## src/rtl/axis_dw_cvt_downsizer.sv

```systemverilog
// AXI-Stream width downsizer: one wide slave word becomes SCALE narrow master
// beats, lowest slice first, with per-byte keep and user kept aligned to the data.
// An optional filter skips narrow slices whose keep is all zero.
module axis_dw_cvt_downsizer #(
    parameter int    slave_data_width              = 32,
    parameter int    slave_user_width_foreach_byte = 1,
    parameter int    master_data_width             = 16,
    parameter string en_keep_all0_filter           = "false",
    // Only meaningful for behavioural models; this RTL updates on the clock edge.
    parameter int    simulation_delay              = 1
) (
    input  logic                                               clk,
    input  logic                                               rst,
    input  logic [slave_data_width-1:0]                        s_axis_data,
    input  logic [slave_data_width/8-1:0]                      s_axis_keep,
    input  logic [slave_user_width_foreach_byte*slave_data_width/8-1:0]  s_axis_user,
    input  logic                                               s_axis_last,
    input  logic                                               s_axis_valid,
    output logic                                               s_axis_ready,
    output logic [master_data_width-1:0]                       m_axis_data,
    output logic [master_data_width/8-1:0]                     m_axis_keep,
    output logic [slave_user_width_foreach_byte*master_data_width/8-1:0] m_axis_user,
    output logic                                               m_axis_last,
    output logic                                               m_axis_valid,
    input  logic                                               m_axis_ready
);

    localparam int SCALE = slave_data_width / master_data_width;
    localparam int SB    = slave_data_width / 8;
    localparam int MB    = master_data_width / 8;
    localparam int U     = slave_user_width_foreach_byte;
    localparam int UM    = U * MB;
    localparam int IDX_W = (SCALE > 1) ? $clog2(SCALE) : 1;
    localparam bit FILT  = (en_keep_all0_filter == "true");

    // Holding register and beat state
    logic [slave_data_width-1:0] r_data;
    logic [SB-1:0]               r_keep;
    logic [U*SB-1:0]             r_user;
    logic                        r_last;
    logic                        r_hold_vld;
    logic [IDX_W-1:0]            r_idx;

    // Per-slice views of the held word, and slice-level keep summaries
    logic [master_data_width-1:0] w_dslice [SCALE];
    logic [MB-1:0]                w_kslice [SCALE];
    logic [UM-1:0]                w_uslice [SCALE];
    logic [SCALE-1:0]             w_held_nz;   // held slice has any keep bit
    logic [SCALE-1:0]             w_in_nz;     // incoming slice has any keep bit
    logic [SCALE-1:0]             w_above;     // held nonzero slices beyond idx

    logic [IDX_W-1:0] w_next_idx;
    logic [IDX_W-1:0] w_first_idx;
    logic             w_final;
    logic             w_m_hs;
    logic             w_s_hs;
    logic             w_load;

    genvar gi;
    generate
        for (gi = 0; gi < SCALE; gi++) begin : g_slice
            assign w_dslice[gi]  = r_data[gi*master_data_width +: master_data_width];
            assign w_kslice[gi]  = r_keep[gi*MB +: MB];
            assign w_uslice[gi]  = r_user[gi*UM +: UM];
            assign w_held_nz[gi] = |r_keep[gi*MB +: MB];
            assign w_in_nz[gi]   = |s_axis_keep[gi*MB +: MB];
            assign w_above[gi]   = w_held_nz[gi] & (r_idx < IDX_W'(gi));
        end
    endgenerate

    // Priority search for the lowest useful slice: next one above idx in the
    // held word, and the first one in the incoming word.
    always_comb begin
        w_next_idx  = '0;
        w_first_idx = '0;
        for (int k = SCALE - 1; k >= 0; k--) begin
            if (w_above[k]) w_next_idx  = IDX_W'(k);
            if (w_in_nz[k]) w_first_idx = IDX_W'(k);
        end
    end

    // With the filter, the beat is final once no later slice carries keep.
    assign w_final = FILT ? ~|w_above : (r_idx == IDX_W'(SCALE - 1));

    assign m_axis_valid = r_hold_vld;
    assign m_axis_data  = w_dslice[r_idx];
    assign m_axis_keep  = w_kslice[r_idx];
    assign m_axis_user  = w_uslice[r_idx];
    assign m_axis_last  = r_last & w_final;

    assign s_axis_ready = ~rst & (~r_hold_vld | (m_axis_ready & w_final));

    assign w_m_hs = r_hold_vld & m_axis_ready;
    assign w_s_hs = s_axis_valid & s_axis_ready;
    // An all-zero-keep word that does not close a packet carries nothing and
    // is swallowed; one with last is kept so the packet boundary survives.
    assign w_load = w_s_hs & ~(FILT & ~|w_in_nz & ~s_axis_last);

    // Load a new word, advance through slices, or go idle after the final beat
    always_ff @(posedge clk) begin
        if (rst) begin
            r_data     <= '0;
            r_keep     <= '0;
            r_user     <= '0;
            r_last     <= 1'b0;
            r_hold_vld <= 1'b0;
            r_idx      <= '0;
        end else if (w_load) begin
            r_data     <= s_axis_data;
            r_keep     <= s_axis_keep;
            r_user     <= s_axis_user;
            r_last     <= s_axis_last;
            r_hold_vld <= 1'b1;
            r_idx      <= FILT ? w_first_idx : '0;
        end else if (w_m_hs) begin
            if (w_final) begin
                r_hold_vld <= 1'b0;
            end else begin
                r_idx <= FILT ? w_next_idx : r_idx + 1'b1;
            end
        end
    end

endmodule

```

## config.mk

```make
export PLATFORM = sky130hd
export DESIGN_NAME = axis_dw_cvt_downsizer
export DESIGN_NICKNAME = d
export VERILOG_FILES = /design/src/rtl/axis_dw_cvt_downsizer.sv
export SDC_FILE = /design/constraint.sdc
export NUM_CORES = 1
export LEC_CHECK = 0
export ABC_AREA = 1
export BUFFER_PORTS_ARGS = -buffer_cell sky130_fd_sc_hd__clkbuf_2
export CAP_MARGIN = 5
export CORE_MARGIN = 1.5
export CORE_UTILIZATION = 40
export CTS_CLUSTER_SIZE = 24
export DETAILED_ROUTE_END_ITERATION = 8
export PLACE_DENSITY = 0.73
export SKIP_LAST_GASP = 1
export SLEW_MARGIN = 5
export SYNTH_ARGS = -nofsm -noshare
export SYNTH_HDL_FRONTEND = slang
export SYNTH_SLANG_ARGS = --single-unit
export TNS_END_PERCENT = 100
```

## constraint.sdc

```tcl
create_clock -name clk -period 1.35 [get_ports clk]
set_input_delay 0 -clock clk [delete_from_list [all_inputs] [get_ports clk]]
set_output_delay 0 -clock clk [all_outputs]
set_load 0.005 [all_outputs]
```

==> Word level (Yosys, flattened, before mapping) <==
Cells that the tools add are included.
{ "totals": {"in_bits": 45, "wordCells": 34, "out_inout_bits": 23, "ff_bits": 43} }
{ "classes": {"n_lt_le_gt_ge": 1, "n_bitwise": 9, "muxes": 13, "addsub": 1, "reduce_logical": 4} }
{ "op_table": {"columns": ["op", "n"], "rows": [
  ["16-bit two-way mux", 3],
  ["2-bit two-way mux", 6],
  ["1-bit bitwise AND", 5],
  ["1-bit two-way mux", 4],
  ["2-bit nonzero test", 2],
  ["2-bit greater-or-equal comparator (second input constant)", 1],
  ["1-bit inverter", 2],
  ["1-bit inverter with 2-bit output", 1],
  ["2-bit AND reduction", 1],
  ["2-bit OR reduction", 1],
  ["1-bit adder (second input constant)", 1],
  ["1-bit bitwise OR", 1]
]} }

==> Logic depth before layout (Yosys ltp) <==
Gate-level depths: netlist (run 1).
{ "logic_depth": {"word_depth": 6, "mapped_depth": 6, "depth_no_buf": 5} }

==> Worst setup path after synthesis (run 1) <==
Ideal clock, no wire load.
{ "synth_timing": {"kind": "register -> register", "from": "register r_idx", "to": "register r_data[0]", "required_ps": 1236, "synth_period_minus_slack_ps": 1073, "stages_incl_launch_ff": 7, "setup_time_ps": 114, "n_path_buf": 1, "path_slack_ps": 277, "t_arrival_ps": 959, "path_cell_list": "dfxtp_1 nand2_1 nand2_1 nand3_2 buf_2 nand3_1 nand2_1"} }
{ "synth_between": {"elab_chain_len": 4} }
{ "synth_rtl": {"columns": ["element", "line_no", "text"], "rows": [
  ["start, declared", "42", "logic [IDX_W-1:0] r_idx;"],
  ["start signal, assigned", "114", "r_idx <= FILT ? w_first_idx : '0;"],
  ["start signal, assigned", "119", "r_idx <= FILT ? w_next_idx : r_idx + 1'b1;"],
  ["1-bit bitwise AND", "91", "assign s_axis_ready = ~rst & (~r_hold_vld | (m_axis_ready & w_final));"],
  ["1-bit bitwise OR", "91", null],
  ["1-bit bitwise AND", "91", null],
  ["1-bit bitwise AND", "94", "assign w_s_hs = s_axis_valid & s_axis_ready;"],
  ["end signal, assigned", "109", "r_data <= s_axis_data;"],
  ["end, declared", "37", "logic [slave_data_width-1:0] r_data;"]
]} }
No other way between the ends.
A chain may end at the register's enable or synchronous reset.

==> Worst setup path after layout (run 1) <==
{ "layout_timing": {"from": "register r_idx", "to": "output m_axis_data[5]"} }
{ "layout_between": {"elab_chain_len": 4} }
{ "layout_rtl": {"columns": ["element", "line_no", "text"], "rows": [
  ["1-bit inverter with 2-bit output (implied by the code)", "86", "assign m_axis_data = w_dslice[r_idx];"],
  ["16-bit two-way mux (implied by the code) (3 in a row)", "86", null],
  ["end, declared", "20", "output logic [master_data_width-1:0] m_axis_data,"]
]} }
No other way between the ends. The select of a mux whose other input is x is not followed.

==> results of run 1 <==
[cell usage in the layout (no fill, tap or decap), types with 2 or more instances in the layout]
cell           count
dfxtp_1           42
mux2_2            20
nand2_1           45
buf_12             3
clkbuf_2          67
a21oi_1            2
buf_4              7
nand3_1           82
clkbuf_8           6
dlygate4sd3_1     43
[how the worst max path moves through the flow]
stage                     cells past startpoint             end  slack, ns  start
after floorplan                               6       r_data[0]       0.28  r_idx
after global placement                        5      r_data[23]       0.25  r_idx
after detailed placement                      6      r_data[23]       0.20  r_idx
after CTS                                     3  m_axis_data[0]       0.04  r_idx
after global routing                          5      r_data[24]      0.008  r_idx
final                                         3  m_axis_data[5]       0.05  r_idx
[synth_stat cells (all sizes together)]
library cell / count / area [um2]
dfxtp: 43 / 860.8
a21oi: 3 / 26.28
nand3: 83 / 420.4
nand2: 45 / 168.9
inv: 2 / 7.500
clkbuf: 6 / 22.52
nor2: 1 / 3.750
buf: 13 / 71.32
mux2: 20 / 225.2
[repair_timing]
action                                  in CTS  in global routing
hold endpoints to repair                    43                  0
cloned                                       0                  1
gates resized for setup                      5                  3
endpoints found under the setup margin      18                  1
hold buffers                                43                  0
[metal layers]
| layer | GRT usage | part of all wire |
|---|---|---|
| met5 | 0 | 0 |
| met4 | 0.06838 | 0.0079 |
| met3 | 0.04906 | 0.047 |
| met2 | 0.3651 | 0.51 |
| met1 | 0.2552 | 0.43 |
[final cells by class]
type / instances / area share
clock buffer: 6 / 0.02946
sequential: 43 / 0.3085
tap: 52 / 0.02321
inverter: 2 / 0.002679
timing repair buffer: 121 / 0.3223
clock inverter: 2 / 0.01250
multi-input combinational: 152 / 0.3013
[through the flow]
stage          setup WS (ns)  area, um2  hold slack [ns]  std cells
3_5_place_dp          0.2024       2201           0.2286        326
6_report             0.05185       2803           0.1879        378
3_3_place_gp          0.2463       2201           0.2247        326
4_1_cts              0.04386       2766           0.1806        377
2_1_floorplan         0.2771       1807          0.06907        216
5_1_grt             0.007926       2803           0.2042        378
[worst max-delay path, cell delays in order (launching register included)]
cell	delay, ns
dfxtp_4	0.39
clkbuf_16	0.17
mux2_2	0.33
clkbuf_2	0.12
[sequential cells by signal (all words and copies together), names as in the netlist]
register and count:
m_axis_valid 1, r_data 32, r_idx 1, r_user 4, r_last 1, r_keep 4
[cell families after synthesis]
group / share of synthesized area
and+or+nand+nor: 0.3282
DFF: 0.4765
buffers and inverters: 0.05609
muxes: 0.1247
AOI/OAI and AO/OA: 0.01455
[power by group]
group	internal [W]	switching [W]
combinational	0.000300	0.000239
sequential	0.00137	0.0000538
clock	0.000599	0.000426
==> key figures, run 1 <==
Global route
  – Antenna violations before repair: 0
  – Pin count of the biggest net entering global routing: 25
  – Overall Global Routing Usage: 0.2099
  – Vias in the first global route: 1846
  – Gr ovfl total: 0
  – First-pass GRT wire length: 8.321 mm

Critical path
  – Worst Path Required: 1.35 ns
  – Critical Setup Path Class: reg2out
  – Reg-to-reg endpoint: r_data[23]
  – CP endpoint kind: primary output
  – R2R Path Start: r_idx
  – CP Max Fanout: 9
  – R2R setup slack: 0.13 ns
  – CP Launch Type: register
  – Register-to-Register Path Depth: 5
  – CP arrival: 1.30 ns

Layout
  – Final #Nets: 370
  – Layout area overhead: 55.12%
  – Antenna Cells: 0
  – Post-Route Utilization: 0.6437
  – Multi-input logic area: 844.6 um2
  – Reg area: 864.6 um2
  – Fillers: 361
  – Share of cells above drive strength 1: 0.3374

CTS
  – Clk slew on worst S/H paths: around 0.080 ns
  – Worst-Skew Late Latency: 0.29 ns
  – Cts bufs inserted: 5
  – Post-CTS setup buffers: 0
  – CTS tree: yes
  – Clk sinks: 43
  – CTS root buf: clkbuf_8
  – Max clock buf depth: 2
  – Htree depth: 2

Die
  – Die Height: 70.21 um
  – Rows: 24
  – Core area: between 4000 and 5000 um2
  – Chip width: 70.21 um
  – Die ar.: a little under 5000 um2
  – Io pins: 68
  – Starting Density: 0.4149

Route
  – Drt initial violations: 100
  – DRC viols: 0
  – DR vias/cell: 4.950
  – Vias: 1871
  – DRT Pass-1 Iters: 4
  – Per-cell routed wire length: around 13 um
  – Number of routed nets with antenna violations: 0
  – Routed WL: 5.052 mm

Synth
  – Cells after Synth: approximately 220
  – Seq cells post-synth: 43
  – Post-Syn Nets: 261
  – Mapped cell area: 1807 um2
  – Syn. warnings: 0
  – Register area share after synthesis: 0.4765
  – Mean post-synth cell area: 8.365 um2
  – Cell variety after synth: 14

Min path
  – WHS Path Cells: 3
  – Hold Crit Start: s_axis_valid
  – Hold EP: r_data[11]
  – Worst hold-check path type: in2reg

Timing
  – Worst Max-Slew Pin Slew: 0.3529 ns
  – Max_slew headroom: 0.7647
  – Slew Limit Fails: 0
  – TNS Setup: 0 ns
  – Setup violators final: 0
  – Worst Skew: 0.008002 ns
  – Unrepaired setup endpoints after global routing: no
  – Final hold vios: 0
  – Tmin final: 1.298 ns
  – Period utilisation layout: 0.9616
  – Max Clk Rate: just under 800 MHz

Power and ir drop
  – PD cells: 1064 nW/um2
  – Max VDD drop: 0.0006021 V
  – Total power draw: 0.002983 W
  – Leakage: approximately 1.4 nW

Placed design
  – Post-DP HPWL: 3.020 mm
  – Routability Congestion: between 0.7 and 0.8
  – Port Buffers: 67

Flow run
  – Max-Cap Viols: 0

Run status
  – Status: finished clean
No activity file was read; power rests on OpenSTA's default activity.
==> run 2: changes to the inputs <==
- ABC_CLOCK_PERIOD_IN_PS: unset -> 1350
- GPL_TIMING_DRIVEN: unset -> 0
==> key figures, run 2 (synthesis results as in run 1) <==
Route
  – Per-cell routed wire length: 14.31 um (was 13.37 um)
  – Number of routed nets with antenna violations: 0 (unchanged)
  – DRT Pass-1 Iters: 4 (unchanged)
  – DRC viols: 0 (unchanged)
  – Routed WL: 5.539 mm (was 5.052 mm)
  – Drt initial violations: 161 (was 100)
  – DR vias/cell: 5.075 (was 4.950)
  – Vias: 1964 (was 1871)

Timing
  – Max_slew headroom: 0.6732 (was 0.7647)
  – Slew Limit Fails: 0 (unchanged)
  – Period utilisation layout: 0.9705 (was 0.9616)
  – Worst Skew: 0.002250 ns (was 0.008002 ns)
  – Final hold vios: 0 (unchanged)
  – TNS Setup: 0 ns (unchanged)
  – Setup violators final: 0 (unchanged)
  – Hold WS: 0.06553 ns (was 0.1879 ns)
  – Worst Max-Slew Pin Slew: 0.4902 ns (was 0.3529 ns)
  – Max Clk Rate: 763.2 MHz (was 770.3 MHz)
  – Tmin final: 1.310 ns (was 1.298 ns)

Power and ir drop
  – P_sw: 0.0007342 W (was 0.0007181 W)
  – Seq pwr share: 0.497 (was 0.476)
  – Clk network pwr share: 0.311 (was 0.343)
  – PD cells: 1028 nW/um2 (was 1064 nW/um2)
  – Switching part of the total: 0.2562 (was 0.2407)
  – Total power draw: 0.002866 W (was 0.002983 W)
  – Max VDD drop: 0.0004823 V (was 0.0006021 V)
  – Pint: 0.002132 W (was 0.002265 W)
  – Leakage: 1.402 nW (was 1.415 nW)
  – Combinational fraction of design power: 0.192 (was 0.181)

Layout
  – Max reg flops: 32 (unchanged)
  – Layout area overhead: 54.36% (was 55.12%)
  – Share of cells above drive strength 1: 0.3254 (was 0.3374)
  – Commonest non-fill, non-tap cell in the layout: nand3_1 (unchanged)
  – Largest regs: r_data (32), r_keep (4), r_user (4) (unchanged)
  – Fillers: 356 (was 361)
  – Antenna Cells: 0 (unchanged)
  – Most frequent cells in the layout: nand3_1 (82), clkbuf_2 (66), nand2_1 (45) (was nand3_1 (82), clkbuf_2 (67), nand2_1 (45))
  – Final #Nets: 379 (was 370)
  – Largest Register: r_data (unchanged)

Critical path
  – Worst Path Required: 1.35 ns (about the same)
  – Register-to-Register Path Depth: 6 (was 5)
  – End point of the critical path: m_axis_data[0] (was m_axis_data[5])
  – CP endpoint kind: primary output (unchanged)
  – R2R Path Start: r_idx (unchanged)
  – Critical Setup Path Class: reg2out (unchanged)
  – CP Launch Type: register (unchanged)
  – R2R setup slack: 0.07 ns (was 0.13 ns)
  – CP arrival: 1.31 ns (was 1.30 ns)
  – CP Max Fanout: 10 (was 9)
  – Setup crit start: r_idx (unchanged)
  – Reg-to-reg endpoint: r_data[26] (was r_data[23])

CTS
  – CTS root buf: clkbuf_8 (unchanged)
  – Clk slew on worst S/H paths: 0.08 ns (about the same)
  – Max clock buf depth: 2 (unchanged)
  – Htree depth: 2 (unchanged)
  – Worst-Skew Late Latency: 0.29 ns (about the same)
  – Cts bufs inserted: 5 (unchanged)
  – Clk sinks: 43 (unchanged)
  – CTS tree: yes (unchanged)

Flow run
  – Max-Cap Viols: 0 (unchanged)

Global route
  – Pin count of the biggest net entering global routing: 13 (was 25)
  – Gr ovfl total: 0 (unchanged)
  – GR peak layer: met2 (unchanged)
  – Overall Global Routing Usage: 0.2329 (was 0.2099)
  – Met2 Track Usage GR: 0.3947 (was 0.3651)
  – First-pass GRT wire length: 8.970 mm (was 8.321 mm)
  – Antenna violations before repair: 0 (unchanged)
  – Met1 GRT Util: 0.2840 (was 0.2552)
  – GR Util met3: 0.04185 (was 0.04906)
  – Vias in the first global route: 1937 (was 1846)

Die
  – Io pins: 68 (unchanged)
  – Chip width: 70.21 um (unchanged)
  – Core area: 4354 um2 (unchanged)
  – Die ar.: 4929 um2 (unchanged)
  – Starting Density: 0.4149 (unchanged)
  – Die Height: 70.21 um (unchanged)
  – Rows: 24 (unchanged)

Run status
  – Status: finished clean (unchanged)

Placed design
  – Post-DP HPWL: 3.350 mm (was 3.020 mm)
  – Routability Congestion: 0.7949 (was 0.7922)
  – Port Buffers: 66 (was 67)

Min path
  – Worst hold-check path type: in2reg (unchanged)
[run 2: changes by cell type in the layout (fill, tap and decap cells not counted), moves of 2 or more]
| cell | change |
|---|---|
| buf_1 | +3 |
| clkbuf_1 | +7 |
| buf_4 | +2 |
| buf_12 | -3 |
| buf_6 | +2 |
[run 2: worst max-delay path: stages (launching register included)]
cell and delay (ns):
dfxtp_4 0.39, buf_6 0.16, mux2_2 0.36, clkbuf_2 0.11
[run 2: final cells by class]
cell class                      count  area [um2]  share of cell area
Sequential cell                    43       864.6              0.3100
Timing Repair Buffer              111       775.7              0.2782
Tap cell                           52       65.06             0.02333
Inverter                            2       7.507            0.002692
Buffer                             19       123.9             0.04441
Multi-Input combinational cell    152       852.1              0.3055
Clock buffer                        8       100.1             0.03589
[run 2: worst min-delay path by stage]
stage / from / to / slack [ns] / cells after the start
2_1_floorplan: rst / m_axis_valid / 0.07 / 1
3_3_place_gp: s_axis_data[7] / r_data[7] / 0.22 / 3
3_5_place_dp: s_axis_last / r_last / 0.23 / 3
4_1_cts: s_axis_valid / r_data[8] / 0.04 / 3
5_1_grt: s_axis_valid / r_data[8] / 0.11 / 3
6_report: s_axis_valid / r_data[8] / 0.07 / 3
[run 2: power by group through the flow]
stage / logic, W / clock network, W / registers [W]
after floorplan: 0.000248 / 0 / 0.00143
after global placement: 0.000413 / 0 / 0.00145
after detailed placement: 0.000420 / 0 / 0.00145
after CTS: 0.000523 / 0.000902 / 0.00142
after global routing: 0.000605 / 0.000953 / 0.00144
final: 0.000549 / 0.000892 / 0.00143
[run 2: metrics by stage]
stage / util / std cells / setup slack [ns] / instance area [um2]
6_report: 0.6405 / 387 / 0.03978 / 2789
5_1_grt: 0.6405 / 387 / -0.0007779 / 2789
4_1_cts: 0.6307 / 385 / 0.003099 / 2746
3_5_place_dp: 0.5057 / 334 / 0.07307 / 2202
3_3_place_gp: 0.5057 / 334 / 0.1246 / 2202
2_1_floorplan: - / 216 / 0.2771 / 1807
[run 2: layer usage]
metal	routed length [um]	vias up
met5	0	-
met4	201	0
met3	277	22
met2	2774	70
met1	2284	897
li1	-	975
[run 2: repair_timing]
action	4_1_cts	5_1_grt
endpoints found under the hold margin	43	0
setup buffers	0	2
hold buffers	43	0
pin swaps	0	1
setup endpoints to repair	19	16
gates cloned	0	0
gates resized for setup	5	12
